<file path="src/rtl/rf_burst_ctrl_if.sv">
// Command, write-stream and read-stream signals of the register-file burst controller.
interface rf_burst_ctrl_if;
  logic        cmd_valid;
  logic        cmd_ready;
  logic        cmd_write;
  logic [2:0]  cmd_addr;
  logic [2:0]  cmd_len;
  logic        wr_valid;
  logic [31:0] wr_data;
  logic        wr_ready;
  logic        rd_valid;
  logic [31:0] rd_data;
  logic        rd_last;
  logic        rd_ready;
  logic        done;

  // Client side: issues commands, supplies write beats, consumes read beats
  modport master (
    output cmd_valid, cmd_write, cmd_addr, cmd_len, wr_valid, wr_data, rd_ready,
    input  cmd_ready, wr_ready, rd_valid, rd_data, rd_last, done
  );

  // Controller side
  modport slave (
    input  cmd_valid, cmd_write, cmd_addr, cmd_len, wr_valid, wr_data, rd_ready,
    output cmd_ready, wr_ready, rd_valid, rd_data, rd_last, done
  );
endinterface

</file>
<file path="src/rtl/rf_burst_ctrl.sv">
// Burst access controller in front of an 8 x 32-bit register file.
// Runs 1-8 beat write or read bursts with a modulo-8 wrapping address.
module rf_burst_ctrl (
  input  logic                  clk,
  input  logic                  reset_n,
  rf_burst_ctrl_if.slave        bus,
  output logic [2:0]            rf_wAddr,
  output logic [31:0]           rf_wData,
  output logic                  rf_we,
  output logic [2:0]            rf_rAddr,
  input  logic [31:0]           rf_rData
);

  typedef enum logic [1:0] {IDLE, WRITE, READ, DRAIN} state_t;

  state_t      state, state_d;
  logic [2:0]  cur_addr, cur_addr_d;
  logic [2:0]  beats_left, beats_left_d;
  logic        rd_valid_q, rd_valid_d;
  logic [31:0] rd_data_q, rd_data_d;
  logic        rd_last_q, rd_last_d;
  logic        done_q, done_d;

  // Handshake outputs and register-file port passthrough
  assign bus.cmd_ready = (state == IDLE);
  assign bus.wr_ready  = (state == WRITE);
  assign bus.rd_valid  = rd_valid_q;
  assign bus.rd_data   = rd_data_q;
  assign bus.rd_last   = rd_last_q;
  assign bus.done      = done_q;
  assign rf_we         = (state == WRITE) && bus.wr_valid;
  assign rf_wAddr      = cur_addr;
  assign rf_wData      = bus.wr_data;
  assign rf_rAddr      = cur_addr;

  // State and burst registers
  always_ff @(posedge clk) begin
    if (!reset_n) begin
      state      <= IDLE;
      cur_addr   <= '0;
      beats_left <= '0;
      rd_valid_q <= 1'b0;
      rd_data_q  <= '0;
      rd_last_q  <= 1'b0;
      done_q     <= 1'b0;
    end else begin
      state      <= state_d;
      cur_addr   <= cur_addr_d;
      beats_left <= beats_left_d;
      rd_valid_q <= rd_valid_d;
      rd_data_q  <= rd_data_d;
      rd_last_q  <= rd_last_d;
      done_q     <= done_d;
    end
  end

  // Next-state logic: command accept, write beats, read slot loading, drain
  always_comb begin
    state_d      = state;
    cur_addr_d   = cur_addr;
    beats_left_d = beats_left;
    rd_valid_d   = rd_valid_q;
    rd_data_d    = rd_data_q;
    rd_last_d    = rd_last_q;
    done_d       = 1'b0;
    case (state)
      IDLE: begin
        if (bus.cmd_valid) begin
          cur_addr_d   = bus.cmd_addr;
          beats_left_d = bus.cmd_len;
          state_d      = bus.cmd_write ? WRITE : READ;
        end
      end
      WRITE: begin
        if (bus.wr_valid) begin
          cur_addr_d = cur_addr + 3'd1;
          if (beats_left == 3'd0) begin
            state_d = IDLE;
            done_d  = 1'b1;
          end else begin
            beats_left_d = beats_left - 3'd1;
          end
        end
      end
      READ: begin
        // Single output slot: refill whenever it is empty or drained this cycle
        if (!rd_valid_q || bus.rd_ready) begin
          rd_data_d  = rf_rData;
          rd_valid_d = 1'b1;
          rd_last_d  = (beats_left == 3'd0);
          cur_addr_d = cur_addr + 3'd1;
          if (beats_left == 3'd0) begin
            state_d = DRAIN;
          end else begin
            beats_left_d = beats_left - 3'd1;
          end
        end
      end
      DRAIN: begin
        if (rd_valid_q && bus.rd_ready) begin
          rd_valid_d = 1'b0;
          rd_last_d  = 1'b0;
          done_d     = 1'b1;
          state_d    = IDLE;
        end
      end
      default: state_d = IDLE;
    endcase
  end

endmodule

</file>
<file path="src/flat_wrapper.sv">
// flat-port wrapper written by rule: the top's interface ports become plain ports
module rf_burst_ctrl_flat 
  (clk, reset_n, rf_wAddr, rf_wData, rf_we, rf_rAddr, rf_rData, bus_cmd_valid, bus_cmd_write, bus_cmd_addr, bus_cmd_len, bus_wr_valid, bus_wr_data, bus_rd_ready, bus_cmd_ready, bus_wr_ready, bus_rd_valid, bus_rd_data, bus_rd_last, bus_done);
  rf_burst_ctrl_if bus_i ();
  input  logic clk;
  input  logic reset_n;
  output logic [2:0] rf_wAddr;
  output logic [31:0] rf_wData;
  output logic rf_we;
  output logic [2:0] rf_rAddr;
  input  logic [31:0] rf_rData;
  input wire logic [$bits(bus_i.cmd_valid)-1:0] bus_cmd_valid;
  input wire logic [$bits(bus_i.cmd_write)-1:0] bus_cmd_write;
  input wire logic [$bits(bus_i.cmd_addr)-1:0] bus_cmd_addr;
  input wire logic [$bits(bus_i.cmd_len)-1:0] bus_cmd_len;
  input wire logic [$bits(bus_i.wr_valid)-1:0] bus_wr_valid;
  input wire logic [$bits(bus_i.wr_data)-1:0] bus_wr_data;
  input wire logic [$bits(bus_i.rd_ready)-1:0] bus_rd_ready;
  output wire logic [$bits(bus_i.cmd_ready)-1:0] bus_cmd_ready;
  output wire logic [$bits(bus_i.wr_ready)-1:0] bus_wr_ready;
  output wire logic [$bits(bus_i.rd_valid)-1:0] bus_rd_valid;
  output wire logic [$bits(bus_i.rd_data)-1:0] bus_rd_data;
  output wire logic [$bits(bus_i.rd_last)-1:0] bus_rd_last;
  output wire logic [$bits(bus_i.done)-1:0] bus_done;
  assign bus_i.cmd_valid = bus_cmd_valid;
  assign bus_i.cmd_write = bus_cmd_write;
  assign bus_i.cmd_addr = bus_cmd_addr;
  assign bus_i.cmd_len = bus_cmd_len;
  assign bus_i.wr_valid = bus_wr_valid;
  assign bus_i.wr_data = bus_wr_data;
  assign bus_i.rd_ready = bus_rd_ready;
  assign bus_cmd_ready = bus_i.cmd_ready;
  assign bus_wr_ready = bus_i.wr_ready;
  assign bus_rd_valid = bus_i.rd_valid;
  assign bus_rd_data = bus_i.rd_data;
  assign bus_rd_last = bus_i.rd_last;
  assign bus_done = bus_i.done;
  rf_burst_ctrl u_core (.clk(clk), .reset_n(reset_n), .bus(bus_i), .rf_wAddr(rf_wAddr), .rf_wData(rf_wData), .rf_we(rf_we), .rf_rAddr(rf_rAddr), .rf_rData(rf_rData));
endmodule
</file>
<file path="config.mk">
export PLATFORM = sky130hd
export DESIGN_NAME = rf_burst_ctrl_flat
export DESIGN_NICKNAME = d
export VERILOG_FILES = /design/src/rtl/rf_burst_ctrl_if.sv /design/src/rtl/rf_burst_ctrl.sv /design/src/flat_wrapper.sv
export SDC_FILE = /design/constraint.sdc
export NUM_CORES = 1
export LEC_CHECK = 0
export CELL_PAD_IN_SITES_DETAIL_PLACEMENT = 0
export CELL_PAD_IN_SITES_GLOBAL_PLACEMENT = 1
export CORE_UTILIZATION = 24
export DETAILED_ROUTE_END_ITERATION = 10
export GPL_ROUTABILITY_DRIVEN = 0
export GPL_TIMING_DRIVEN = 1
export PLACE_DENSITY_LB_ADDON = 0.15
export SLEW_MARGIN = 20
export SYNTH_ARGS = -nofsm -noshare
export SYNTH_HDL_FRONTEND = slang
export SYNTH_SLANG_ARGS = --single-unit
</file>
<file path="constraint.sdc">
create_clock -name clk -period 2.12 [get_ports clk]
set_clock_uncertainty 0.05 [all_clocks]
set_input_delay 0.318 -clock clk [delete_from_list [all_inputs] [get_ports clk]]
set_output_delay 0.318 -clock clk [all_outputs]
set_load 0.01 [all_outputs]
</file>
==> flow_summary.json <==
{
  "ios": 152,
  "fin_tns_setup_ns": 0,
  "synth.distinct_cells": 37,
  "grt_pass1_wl_um": 8645,
  "maxSlewViolCount": 0,
  "cp_max_fo": 4,
  "synth-compound-area-share_pct": 20.52,
  "syn-cell-area_sq_um": 2207,
  "slew_headroom_pct": 73.09,
  "cts.clk_slew.worst_paths_ns": 0.09,
  "hold_viol_final": 0,
  "synth_area_leader_cell": "dfxtp_1",
  "synth_xor_area_share_pct": 0,
  "dp_hpwl_um": 3628,
  "cp_slowest_stage_delay_ns": 0.47,
  "wirelength_um": 5334,
  "required_ns": 1.75,
  "yosys.area_share.simple_pct": 18.71,
  "routedWlPerCell_um": 12.43,
  "die_w_um": 97.90,
  "cts_tree": "done",
  "path_cells": "inv_1 > ha_1 > and2_1 > clkdlybuf4s50_1",
  "post-cts-setup-buffer-count": 0,
  "holdWs_ns": 0.4048,
  "p_leak_nw": 1.109,
  "nets": 405,
  "worstPathArrival_ns": 1.64,
  "antenna_found_initial": 0,
  "rsz0062_at_grt": "false",
  "crit_path_end_kind": "primary output",
  "yosys-top-cells-count": "nand2_1, dfxtp_1, buf_4",
  "post_synth.cell_area_avg_sq_um": 8.266,
  "clock_latency_ns": 0.29,
  "post-place-ws_ns": 0.1641,
  "layout.filler_cells": 913,
  "die_area_sq_um": 9583,
  "timing.fmax_mhz": 497.6,
  "initial_core_util_pct": 25.06,
  "max_cap_viol_count": 0,
  "cts_hold_buf": 0,
  "utilization_pct": 34.73,
  "synth_top_family_by_area": "compound AO/OA/AOI/OAI gates",
  "cts-root-buf": "clkbuf_8",
  "area_growth_pct": 38.55,
  "r2r-start": "u_core.state[0]",
  "grt_pass1_vias": 1783,
  "post-route-drc-count": 12,
  "setup_ws_ns": 0.1103,
  "cp-endpoint": "rf_we",
  "grt_start_max_net_pins": 50,
  "synth_adder_area_share_pct": 5.102,
  "yosysWarnings": 0,
  "synth-edff-count": 0,
  "cpMaxStageDelayCell": "clkdlybuf4s50_1",
  "ys_seq_area_share_pct": 39.00,
  "postRouteAntennaNets": 0,
  "syn_nets": 352,
  "period_share_pct": 94.80,
  "synth_top_cell_area_share_pct": 39.00,
  "num_vias": 1859,
  "muxShareOfSynthArea_pct": 0.9070,
  "core_area_sq_um": 8806,
  "drt_iter0_drc": 43,
  "start_kind": "flip-flop",
  "first_pass_iters": 7,
  "synthFlopType": "dfxtp_1",
  "n_antenna_cell": 0,
  "port-buffer-count": 87,
  "cts_buffers": 5,
  "crit_start": "u_core.state[1]",
  "cts_resized": 0,
  "clock-sinks": 43,
  "min_period_ns": 2.010,
  "reg2reg_depth": 5,
  "violations": "DRC",
  "syn-instance-count": 267,
  "synth_area_leaders": "dfxtp_1, nand2_1, buf_4",
  "rrSetupSlack_ns": 0.17,
  "tightest_slew_ns": 0.4007,
  "grt-ovfl-total": 0,
  "min_path_type": "flip-flop to flip-flop",
  "r2r_end": "u_core.state[0]",
  "peakVddDrop_mv": 0.3783,
  "status": "finished with violations",
  "viasPerCell": 4.333,
  "htreeDepth": 2,
  "powerDensity_nw_per_um2": 983.2,
  "ys_ff_latch": 43,
  "layout-drive-gt1-share_pct": 4.984,
  "async_flop_share_pct": 0,
  "grt_usage_pct": 10.99,
  "critPathKind": "flip-flop to primary output",
  "clock_path_buffers": 2,
  "synth_most_common_cell": "nand2_1",
  "setup_viol": 0,
  "core.rowCount": 34,
  "die_h_um": 97.90
}
==> final cells by class <==
class                      instances  area (sq um)  area share [%]
multi-input combinational        168         998.5           32.65
timing repair buffer              94         948.4           31.01
sequential                        43         860.8           28.15
tap                              108         135.1           4.419
clock buffer                       6         72.57           2.373
inverter                           8         30.03          0.9820
clock inverter                     2         12.51          0.4092
==> flip-flops by register name, summed over array words and instances (netlist names) <==
register / count
u_core.state: 2
u_core.rf_rAddr: 3
u_core.bus.done: 1
u_core.bus.rd_data: 32
u_core.beats_left: 3
u_core.bus.rd_valid: 1
u_core.bus.rd_last: 1
==> critical path: cells and delay by family (launching register included) <==
family / cells / cell delay (ns)
adder cells (fa/ha/maj): 1 / 0.21
AND/OR/NAND/NOR: 1 / 0.16
buffers and inverters: 2 / 0.58
flip-flops: 1 / 0.39
==> through the flow <==
step / cells / cell area [sq um] / power (mW)
3_3_place_gp: 421 / 2973 / 2.513
6_report: 429 / 3058 / 3.006
3_5_place_dp: 421 / 2973 / 2.512
2_1_floorplan: 267 / 2207 / 1.925
4_1_cts: 429 / 3058 / 3.064
5_1_grt: 429 / 3058 / 3.242
==> routing by layer <==
metal	track usage (%)	routed length (um)	up-vias
li1	-	-	945
met1	13.96	2533	842
met2	17.55	2309	64
met3	3.221	445	8
met4	4.079	46	0
met5	0	0	-
==> kinds of logic (layout without fill, tap and decap cells) <==
logic type | Yosys count | after routing
adders and majority gates | 9 | 9
DFF | 43 | 43
AOI/OAI and AO/OA | 62 | 62
and+or+nand+nor | 95 | 95
muxes | 2 | 2
buffers and inverters | 56 | 110
==> worst min path at each step <==
stage,start,endpoint,depth (start not counted)
after floorplan,u_core.beats_left[1],u_core.beats_left[1],2
after global placement,u_core.bus.rd_data[13],u_core.bus.rd_data[13],2
after detailed placement,u_core.bus.rd_data[13],u_core.bus.rd_data[13],2
after CTS,u_core.bus.rd_data[13],u_core.bus.rd_data[13],2
after global routing,u_core.bus.rd_data[7],u_core.bus.rd_data[7],2
final,u_core.bus.rd_data[13],u_core.bus.rd_data[13],2
==> where the power goes <==
group,total (mW),leakage [nW],switching (mW),internal [mW]
registers,1.10,0.350,0.119,0.985
logic,1.37,0.718,0.653,0.717
clock network,0.533,0.0412,0.301,0.231
==> placed cells by master, fill, tap and decap left out, types with 2 or more instances in the layout <==
master / synthesis / layout
nand2_1: 77 / 77
a21boi_1: 4 / 4
o211ai_1: 4 / 4
buf_4: 35 / 5
buf_12: 0 / 2
a21oi_1: 4 / 4
inv_1: 8 / 8
and2_1: 2 / 2
dfxtp_1: 43 / 43
a21boi_0: 31 / 31
ha_1: 9 / 9
nand3_1: 2 / 2
nor2b_1: 5 / 5
clkbuf_8: 0 / 5
nand2b_1: 3 / 3
o31ai_1: 2 / 2
mux2i_1: 2 / 2
clkdlybuf4s50_1: 0 / 87
o21ai_0: 5 / 5
No activity file was read; power rests on OpenSTA's default activity.
